--- src/rtl/pw_vault.sv ---
// Password store/checker for the door-lock datapath: match flag, password commit, failure count and timed lockout.
// Optional master key enabled by defining PW_MASTER_KEY_EN.
module pw_vault #(
   parameter logic [15:0] DEFAULT_PW  = 16'h1234,
   parameter int unsigned MAX_FAIL    = 3,
   parameter int unsigned LOCK_CYCLES = 50_000_000,
   parameter int unsigned LOCK_W      = 26,
   parameter logic [15:0] MASTER_PW   = 16'h9999
) (
   input  logic        clk,
   input  logic        reset_n,
   input  logic [16:0] pws_in,
   input  logic [1:0]  state_in,
   output logic        pw_valid_out,
   output logic        lockout_out,
   output logic [3:0]  fail_cnt_out,
   output logic        commit_ok_out,
   output logic        commit_err_out
);

`ifdef PW_MASTER_KEY_EN
   localparam bit MASTER_EN = 1'b1;
`else
   localparam bit MASTER_EN = 1'b0;
`endif

   localparam logic [1:0] ST_LOCK = 2'b00;
   localparam logic [1:0] ST_WAIT = 2'b01;
   localparam logic [1:0] ST_OPEN = 2'b10;

   logic [15:0]       pw_q;
   logic [15:0]       shadow;
   logic              chg_d;
   logic [1:0]        state_d;
   logic [3:0]        fail_cnt;
   logic              lockout;
   logic [LOCK_W-1:0] timer;

   logic [15:0]       digits_c;
   logic              chg_c;
   logic              commit_c;
   logic              bcd_ok_c;
   logic              attempt_end_c;
   logic              success_c;
   logic              failure_c;
   logic              master_hit_c;
   logic              valid_c;
   logic [3:0]        fail_n_c;
   logic              lock_n_c;
   logic [LOCK_W-1:0] timer_n_c;

   // Decode bus, attempt boundaries and change-mode falling edge
   always_comb begin
      digits_c      = pws_in[15:0];
      chg_c         = pws_in[16];
      commit_c      = chg_d && !chg_c;
      bcd_ok_c      = (shadow[15:12] <= 4'd9) && (shadow[11:8] <= 4'd9) &&
                      (shadow[7:4]   <= 4'd9) && (shadow[3:0]  <= 4'd9);
      attempt_end_c = (state_d == ST_WAIT) && (state_in != ST_WAIT);
      success_c     = attempt_end_c && (state_in == ST_OPEN);
      failure_c     = attempt_end_c && (state_in == ST_LOCK);
      master_hit_c  = MASTER_EN && (digits_c == MASTER_PW);
      valid_c       = ((digits_c == pw_q) && !lockout) || master_hit_c;
   end

   // Lockout timer and failure counter; expiry is applied before the attempt is counted
   always_comb begin
      fail_n_c  = fail_cnt;
      lock_n_c  = lockout;
      timer_n_c = timer;
      if (lockout) begin
         if (timer == '0) begin
            lock_n_c = 1'b0;
            fail_n_c = 4'd0;
         end else begin
            timer_n_c = timer - LOCK_W'(1);
         end
      end
      if (success_c) begin
         fail_n_c = 4'd0;
         if (MASTER_EN && lockout) begin
            lock_n_c  = 1'b0;
            timer_n_c = '0;
         end
      end else if (failure_c && !lock_n_c) begin
         if (fail_n_c >= 4'(MAX_FAIL - 1)) begin
            fail_n_c  = 4'(MAX_FAIL);
            lock_n_c  = 1'b1;
            timer_n_c = LOCK_W'(LOCK_CYCLES - 1);
         end else begin
            fail_n_c = fail_n_c + 4'd1;
         end
      end
   end

   always_ff @(posedge clk or negedge reset_n) begin
      if (!reset_n) begin
         pw_q           <= DEFAULT_PW;
         shadow         <= 16'h0000;
         chg_d          <= 1'b0;
         state_d        <= ST_LOCK;
         fail_cnt       <= 4'd0;
         lockout        <= 1'b0;
         timer          <= '0;
         pw_valid_out   <= 1'b0;
         commit_ok_out  <= 1'b0;
         commit_err_out <= 1'b0;
      end else begin
         chg_d          <= chg_c;
         state_d        <= state_in;
         fail_cnt       <= fail_n_c;
         lockout        <= lock_n_c;
         timer          <= timer_n_c;
         pw_valid_out   <= valid_c;
         commit_ok_out  <= commit_c && bcd_ok_c;
         commit_err_out <= commit_c && !bcd_ok_c;
         if (chg_c) begin
            shadow <= digits_c;
         end
         if (commit_c && bcd_ok_c) begin
            pw_q <= shadow;
         end
      end
   end

   assign lockout_out  = lockout;
   assign fail_cnt_out = fail_cnt;

endmodule

--- config.mk ---
export PLATFORM = sky130hd
export DESIGN_NAME = pw_vault
export DESIGN_NICKNAME = d
export VERILOG_FILES = /design/src/rtl/pw_vault.sv
export SDC_FILE = /design/constraint.sdc
export NUM_CORES = 1
export LEC_CHECK = 0
export ABC_AREA = 1
export CAP_MARGIN = 20
export CORE_MARGIN = 4
export CORE_UTILIZATION = 63
export DETAILED_ROUTE_END_ITERATION = 7
export GPL_TIMING_DRIVEN = 1
export PLACE_DENSITY = 0.91
export SLEW_MARGIN = 20
export SYNTH_ARGS = -nofsm -noshare
export SYNTH_HDL_FRONTEND = slang
export SYNTH_SLANG_ARGS = --single-unit
--- constraint.sdc ---
create_clock -name clk -period 3.5 [get_ports clk]
set_input_delay 0.35 -clock clk [delete_from_list [all_inputs] [get_ports clk]]
set_output_delay 0.35 -clock clk [all_outputs]
set_load 0.02 [all_outputs]
==> Yosys cells after proc, flatten, opt, wreduce, memory -nomap -nowiden <==
Index checks and enable logic that the tools add are counted.
W data, S select, Z words.
{ "word_totals": {"reg_bits": 69} }
{ "op_classes": {"addsub": 2, "magnitude_cmp": 5, "n_eq_ne": 4, "mux": 15, "n_reduce_logical": 17} }
{ "op_table": {"columns": ["op", "n"], "rows": [
  ["$mux W26", 5],
  ["$logic_not A26 Y1", 1],
  ["$sub A26 B1 Y26 const B", 1],
  ["$mux W4", 5],
  ["$eq A16 B16 Y1", 1],
  ["$le A4 B4 Y1 const B", 4],
  ["$logic_and A1 B1 Y1", 11],
  ["$mux W1", 5],
  ["$add A4 B1 Y4 const B", 1],
  ["$ge A4 B2 Y1 const B", 1],
  ["$logic_not A1 Y1", 4],
  ["$eq A2 B1 Y1 const B", 1],
  ["$eq A2 B2 Y1 const B", 1],
  ["$logic_not A2 Y1", 1],
  ["$ne A2 B1 Y1 const B", 1]
]} }

==> Depth between registers and ports, before layout <==
{ "logic_depth": {"depth_word": 7, "depth_mapped": 15} }

==> Least setup slack after synthesis <==
Ideal clock, no wire load.
{ "synth_timing": {"path_kind": "register -> register", "start": "register timer[0]", "end": "register lockout, in the netlist lockout_out", "arrival_time_ns": 2.059, "required_time_ns": 3.373, "setup_slack_ns": 1.314, "stages_incl_launch_ff": 16, "path_cell_list": "dfrtp_1 inv_1 ha_1 nand2_2 nor2_4 nand2_2 nor2_4 nand2_4 nand2_4 inv_1 ha_1 inv_1 nand3_4 nand2_4 buf_12 nand2_2"} }
{ "synth_via": {"elab_chain_cells": 7} }
{ "synth_rtl": {"columns": ["element", "line_no", "rtl"], "rows": [
  ["from (decl)", "37", "logic [LOCK_W-1:0] timer;"],
  ["from (signal assigned)", "113", "timer <= timer_n_c;"],
  ["$logic_not A26 Y1 (*)", "72", "if (timer == '0) begin"],
  ["$mux W4 or $mux W1 (tied branches)", "72", null],
  ["$mux W4 or $mux W1 (tied branches)", "71", "if (lockout) begin"],
  ["$ge A4 B2 Y1 or $logic_not A1 Y1 (tied branches)", "86, 85", null],
  ["$mux W1 or $logic_and A1 B1 Y1 (tied branches)", "86, 85", null],
  ["$mux W1", "85", "end else if (failure_c && !lock_n_c) begin"],
  ["$mux W1 (*)", "79", "if (success_c) begin"],
  ["via lock_n_c", "49", "logic lock_n_c;"],
  ["to (signal assigned)", "112", "lockout <= lock_n_c;"],
  ["to (decl)", "36", "logic lockout;"]
]} }
The timed path passes the listed nets; every way through them passes the cells marked *.
A chain may end at the register's enable or synchronous reset.

==> Worst setup path after layout <==
{ "layout_timing": {"start": "register timer[0]", "end": "register timer[12]"} }
{ "layout_via": {"elab_chain_cells": 7} }
{ "layout_rtl": {"columns": ["element", "line_no", "rtl"], "rows": [
  ["parallel branches: the longest is 6 deep, another holds $sub A26 B1 Y26", null, null],
  ["$mux W26 (*)", "79", null],
  ["via timer_n_c[12]", "50", "logic [LOCK_W-1:0] timer_n_c;"]
]} }
Mark *: on every way through the listed nets, which the timed path passes.

==> flow_results.org <==
** Status
- The flow ran to the end, but the final reports show violations.
- The checks that failed: DRC.

** CTS
- Max Root-Sink Buffers :: 2
- CTS hold repair buffers :: 0
- The cell sitting at the root of the clock tree is a sky130_fd_sc_hd__clkbuf_8.
- For this design, the sink count on the clock tree is 69.
- TritonCTS clock tree :: yes
- After clock tree synthesis, the clock-pin slew on the worst setup and hold paths is 80 ps.
- Clock tree synthesis inserted a total of 9 buffers.
- Max H-tree Level :: 3
- Post-CTS setup buffer count :: 0
- For the worst-skew pair, the clock arrives at the later sink with an insertion delay of 340 ps.
- In this run, post-CTS repair resized a total of 0 instances.

** STA
- Worst clock skew :: 11.1 ps
- The clock period could shrink to between 2000 and 3000 ps.
- At the pin with the least slew margin, the transition time is 612 ps.
- Final cycle utilization of the critical path :: around three quarters
- Final hold violations :: 0
- Setup repair after global routing left no endpoint under its margin.
- The final max-slew violation count is 0.
- Headroom to the max-slew limit came out at 59.2%.
- Setup total negative slack on the finished layout was measured at 0 ps.
- F_max :: between 300 and 400 MHz
- Final setup violation count :: 0

** Floorplan
- From bottom edge to top edge, the die measures 85.4 um.
- The floorplan step defined a core boundary enclosing 0.00564 mm2.
- The floorplan has 27 rows.
- In this run the count of I/O pins placed on the die edge is 29.
- Die Outline Area :: 0.00729 mm2
- Once the floorplan was initialized, standard cells occupied 66.9% of the core.
- The die is roughly 85 um wide.

** Power
- Dividing total power by cell area gives a power density of about 410 mW/mm2.
- Summed over all cells, the static leakage comes to 2.13 nW.
- Peak supply drop :: 0.360 mV

** Worst setup path
- Worst Path Arrival :: 2820 ps
- Worst Setup Start Kind :: flop
- Maximum fanout along the worst path :: 19
- The critical path is of the reg -> reg type.
- CP peak stage delay :: 380 ps
- For the worst setup path, the data required time is 3710 ps.
- Capturing element type of the critical path :: flop
- List of cells traversed by the critical path :: inv_1, ha_1, nand2_2, nor2_4, nand2_2, nor2_4, nand2_4, nand2_4, inv_1, ha_1, inv_1, nand3_4, nand2_4, o21ai_1
- The slowest stage of the critical path is the sky130_fd_sc_hd__dfrtp_1 cell.

** Finish
- For this run, the post-layout net count is 529.
- Fraction of final layout cells sized beyond drive strength 1 :: 12.9%
- Fill cell count :: 382
- The number of antenna diodes in the final layout is 0.
- Area growth from synthesis to layout :: 13.6%
- Count of placed standard cells in the final layout, fillers left out :: 582

** Routing
- In the routed layout, each cell is associated on average with a via count of 5.42.
- After detailed routing, the total wire length is 8060 um.
- The first detailed-routing pass took 8 iterations.
- The routed layout has ~3.2k vias.
- Dividing the detail-routed wire length by the instance count gives 13.8 um.
- The count of nets left with antenna violations once routing finished came out at 0.
- After the first detailed-routing iteration, the DRC count stood at 255.
- Remaining routing DRC violations :: 1

** GRT
- Wire length of the first global-routing pass :: around 14000 um
- Leftover overflow at the end of global routing :: 0
- Vias in the first global route :: between 3k and 4k
- Total routing usage reported by global routing :: between 20% and 30%
- The initial antenna violation count came to 0.
- Maximum number of pins on one net before global-route repair :: 51

** Synth
- Counting distinct cell types in the post-synthesis netlist gives 35.
- In this run, synthesis produced a sequential element count of just under 70.
- Mapped Nets :: 496
- Cell count after synthesis :: around 470
- The Yosys step of the flow raised 0 warnings.
- Share of synthesized area occupied by flip-flops and latches :: 45.9%
- Synthesized area divided by synthesized cell count :: 7.99 um2
- Summed instance area of the synthesized netlist :: 0.00377 mm2

** Placed design
- HPWL Detailed :: 5590 um
- Once placement completed, the tool counted placed cells totaling between 500 and 600.
- Port Buffer Count :: 28
- Global placement routability congestion :: 0.958

** Min path
- Tightest Hold Check Type :: in -> async

** Run
- Reported max-cap violation count :: 0
==> per-layer routing <==
layer / vias up / part of all wire (%) / GRT usage, %
met5: - / 0 / 0
met4: 0 / 2.9 / 10.5
met3: 34 / 5.1 / 5.34
met2: 119 / 49 / 39.5
met1: 1454 / 43 / 30.1
li1: 1550 / - / -
==> cell usage after synthesis <==
cell	count	area share, %
sky130_fd_sc_hd__buf_4	1	0.20
sky130_fd_sc_hd__o21ai_1	3	0.40
sky130_fd_sc_hd__nor2_4	5	1.5
sky130_fd_sc_hd__nand4_1	10	1.7
sky130_fd_sc_hd__clkbuf_1	8	0.80
sky130_fd_sc_hd__nor2_1	48	4.8
sky130_fd_sc_hd__dfstp_2	5	3.5
sky130_fd_sc_hd__o21ai_2	1	0.23
sky130_fd_sc_hd__a21oi_2	8	1.9
sky130_fd_sc_hd__xor2_1	15	3.5
sky130_fd_sc_hd__inv_1	68	6.8
sky130_fd_sc_hd__nor4_1	1	0.17
sky130_fd_sc_hd__buf_12	1	0.53
sky130_fd_sc_hd__o21bai_1	1	0.20
sky130_fd_sc_hd__o21ai_0	50	6.6
sky130_fd_sc_hd__dfrtp_1	64	42
sky130_fd_sc_hd__nand3_1	26	3.4
sky130_fd_sc_hd__a21oi_1	4	0.53
sky130_fd_sc_hd__nor2_8	1	0.53
sky130_fd_sc_hd__nor3_1	10	1.3
sky130_fd_sc_hd__ha_1	3	0.99
sky130_fd_sc_hd__o21ai_4	1	0.43
sky130_fd_sc_hd__nand2_1	102	10
sky130_fd_sc_hd__inv_2	1	0.099
sky130_fd_sc_hd__buf_6	1	0.30
sky130_fd_sc_hd__nand3_4	1	0.46
sky130_fd_sc_hd__nor3b_1	1	0.20
sky130_fd_sc_hd__nand3b_1	1	0.20
sky130_fd_sc_hd__nand2_4	4	1.2
sky130_fd_sc_hd__xnor2_1	8	1.9
sky130_fd_sc_hd__nand2_2	13	2.2
sky130_fd_sc_hd__a21boi_1	1	0.20
sky130_fd_sc_hd__nor2_2	3	0.50
sky130_fd_sc_hd__and2_1	1	0.17
sky130_fd_sc_hd__or2_2	1	0.17
==> final timing paths <==
kind | start | to | slack [ps] | cells past startpoint
min in group clk | state_in[0] | state_d[0] | 480 | 1
worst min-delay path | reset_n | timer[5] | 20 | 1
worst min register to register | pw_q[4] | pw_q[4] | 500 | 2
worst max-delay path | timer[0] | timer[12] | 890 | 14
worst max register to register | timer[0] | timer[12] | 890 | 14
max in group asynchronous | reset_n | pw_q[12] | 2800 | 2
==> sequential cells by signal, summed over array words and instances (netlist names) <==
name	flops
chg_d	1
commit_ok_out	1
shadow	16
commit_err_out	1
pw_valid_out	1
lockout_out	1
state_d	2
fail_cnt_out	4
pw_q	16
timer	26
==> cell usage in the layout, fill, tap and decap left out, types with 6 or more instances in the layout <==
master,count
sky130_fd_sc_hd__nor3_1,10
sky130_fd_sc_hd__buf_4,6
sky130_fd_sc_hd__o21ai_0,50
sky130_fd_sc_hd__clkbuf_8,9
sky130_fd_sc_hd__nor2_1,48
sky130_fd_sc_hd__nand4_1,10
sky130_fd_sc_hd__clkdlybuf4s50_1,27
sky130_fd_sc_hd__nand3_1,26
sky130_fd_sc_hd__nand2_2,13
sky130_fd_sc_hd__nand2_1,102
sky130_fd_sc_hd__dfrtp_1,64
sky130_fd_sc_hd__a21oi_2,8
sky130_fd_sc_hd__xor2_1,15
sky130_fd_sc_hd__xnor2_1,8
sky130_fd_sc_hd__inv_1,68
==> stage by stage <==
stage	instance area, um2	power (mW)	worst slack [ps]	util, %	hold slack, ps
6_report	4290	1.75	890	76.0	18.8
5_1_grt	4290	1.85	614	76.0	49.6
4_1_cts	4280	1.76	878	75.9	228
3_5_place_dp	4110	1.18	913	72.8	482
3_3_place_gp	4110	1.16	1030	72.8	468
2_1_floorplan	3770	1.09	1310	-	54.4
==> logic make-up (layout without fill, tap and decap cells) <==
group / Yosys count / in the layout / share of synthesized area, %
and+or+nand+nor: 228 / 228 / 28.6
adders and majority gates: 3 / 3 / 0.995
xor gates and xnor gates: 23 / 23 / 5.34
AOI/OAI and AO/OA: 69 / 69 / 10.5
DFF: 69 / 69 / 45.9
buffers and inverters: 80 / 118 / 8.69
==> report_power, final <==
group	total, mW	internal, mW	switching, mW	leakage [nW]
logic	0.230	0.104	0.126	1.27
registers	0.945	0.892	0.0531	0.777
clock network	0.576	0.259	0.317	0.0856
total	1.75	1.26	0.496	2.13
==> final cells by class <==
class,count,area (um2),share of cell area (%)
clock buffer,9,124,2.89
multi-input combinational,323,1710,40.0
sequential,69,1730,40.4
clock inverter,7,51.3,1.20
tap,72,90.1,2.10
inverter,69,259,6.04
timing repair buffer,33,315,7.36
==> critical path: cells and delay by family, from the launching register on <==
family	cells	cell delay (ps)
DFF	1	380
and+or+nand+nor	8	1200
buffers and inverters	3	320
adders and majority gates	2	460
AOI/OAI and AO/OA	1	110
(Power assumes the default switching activity.)
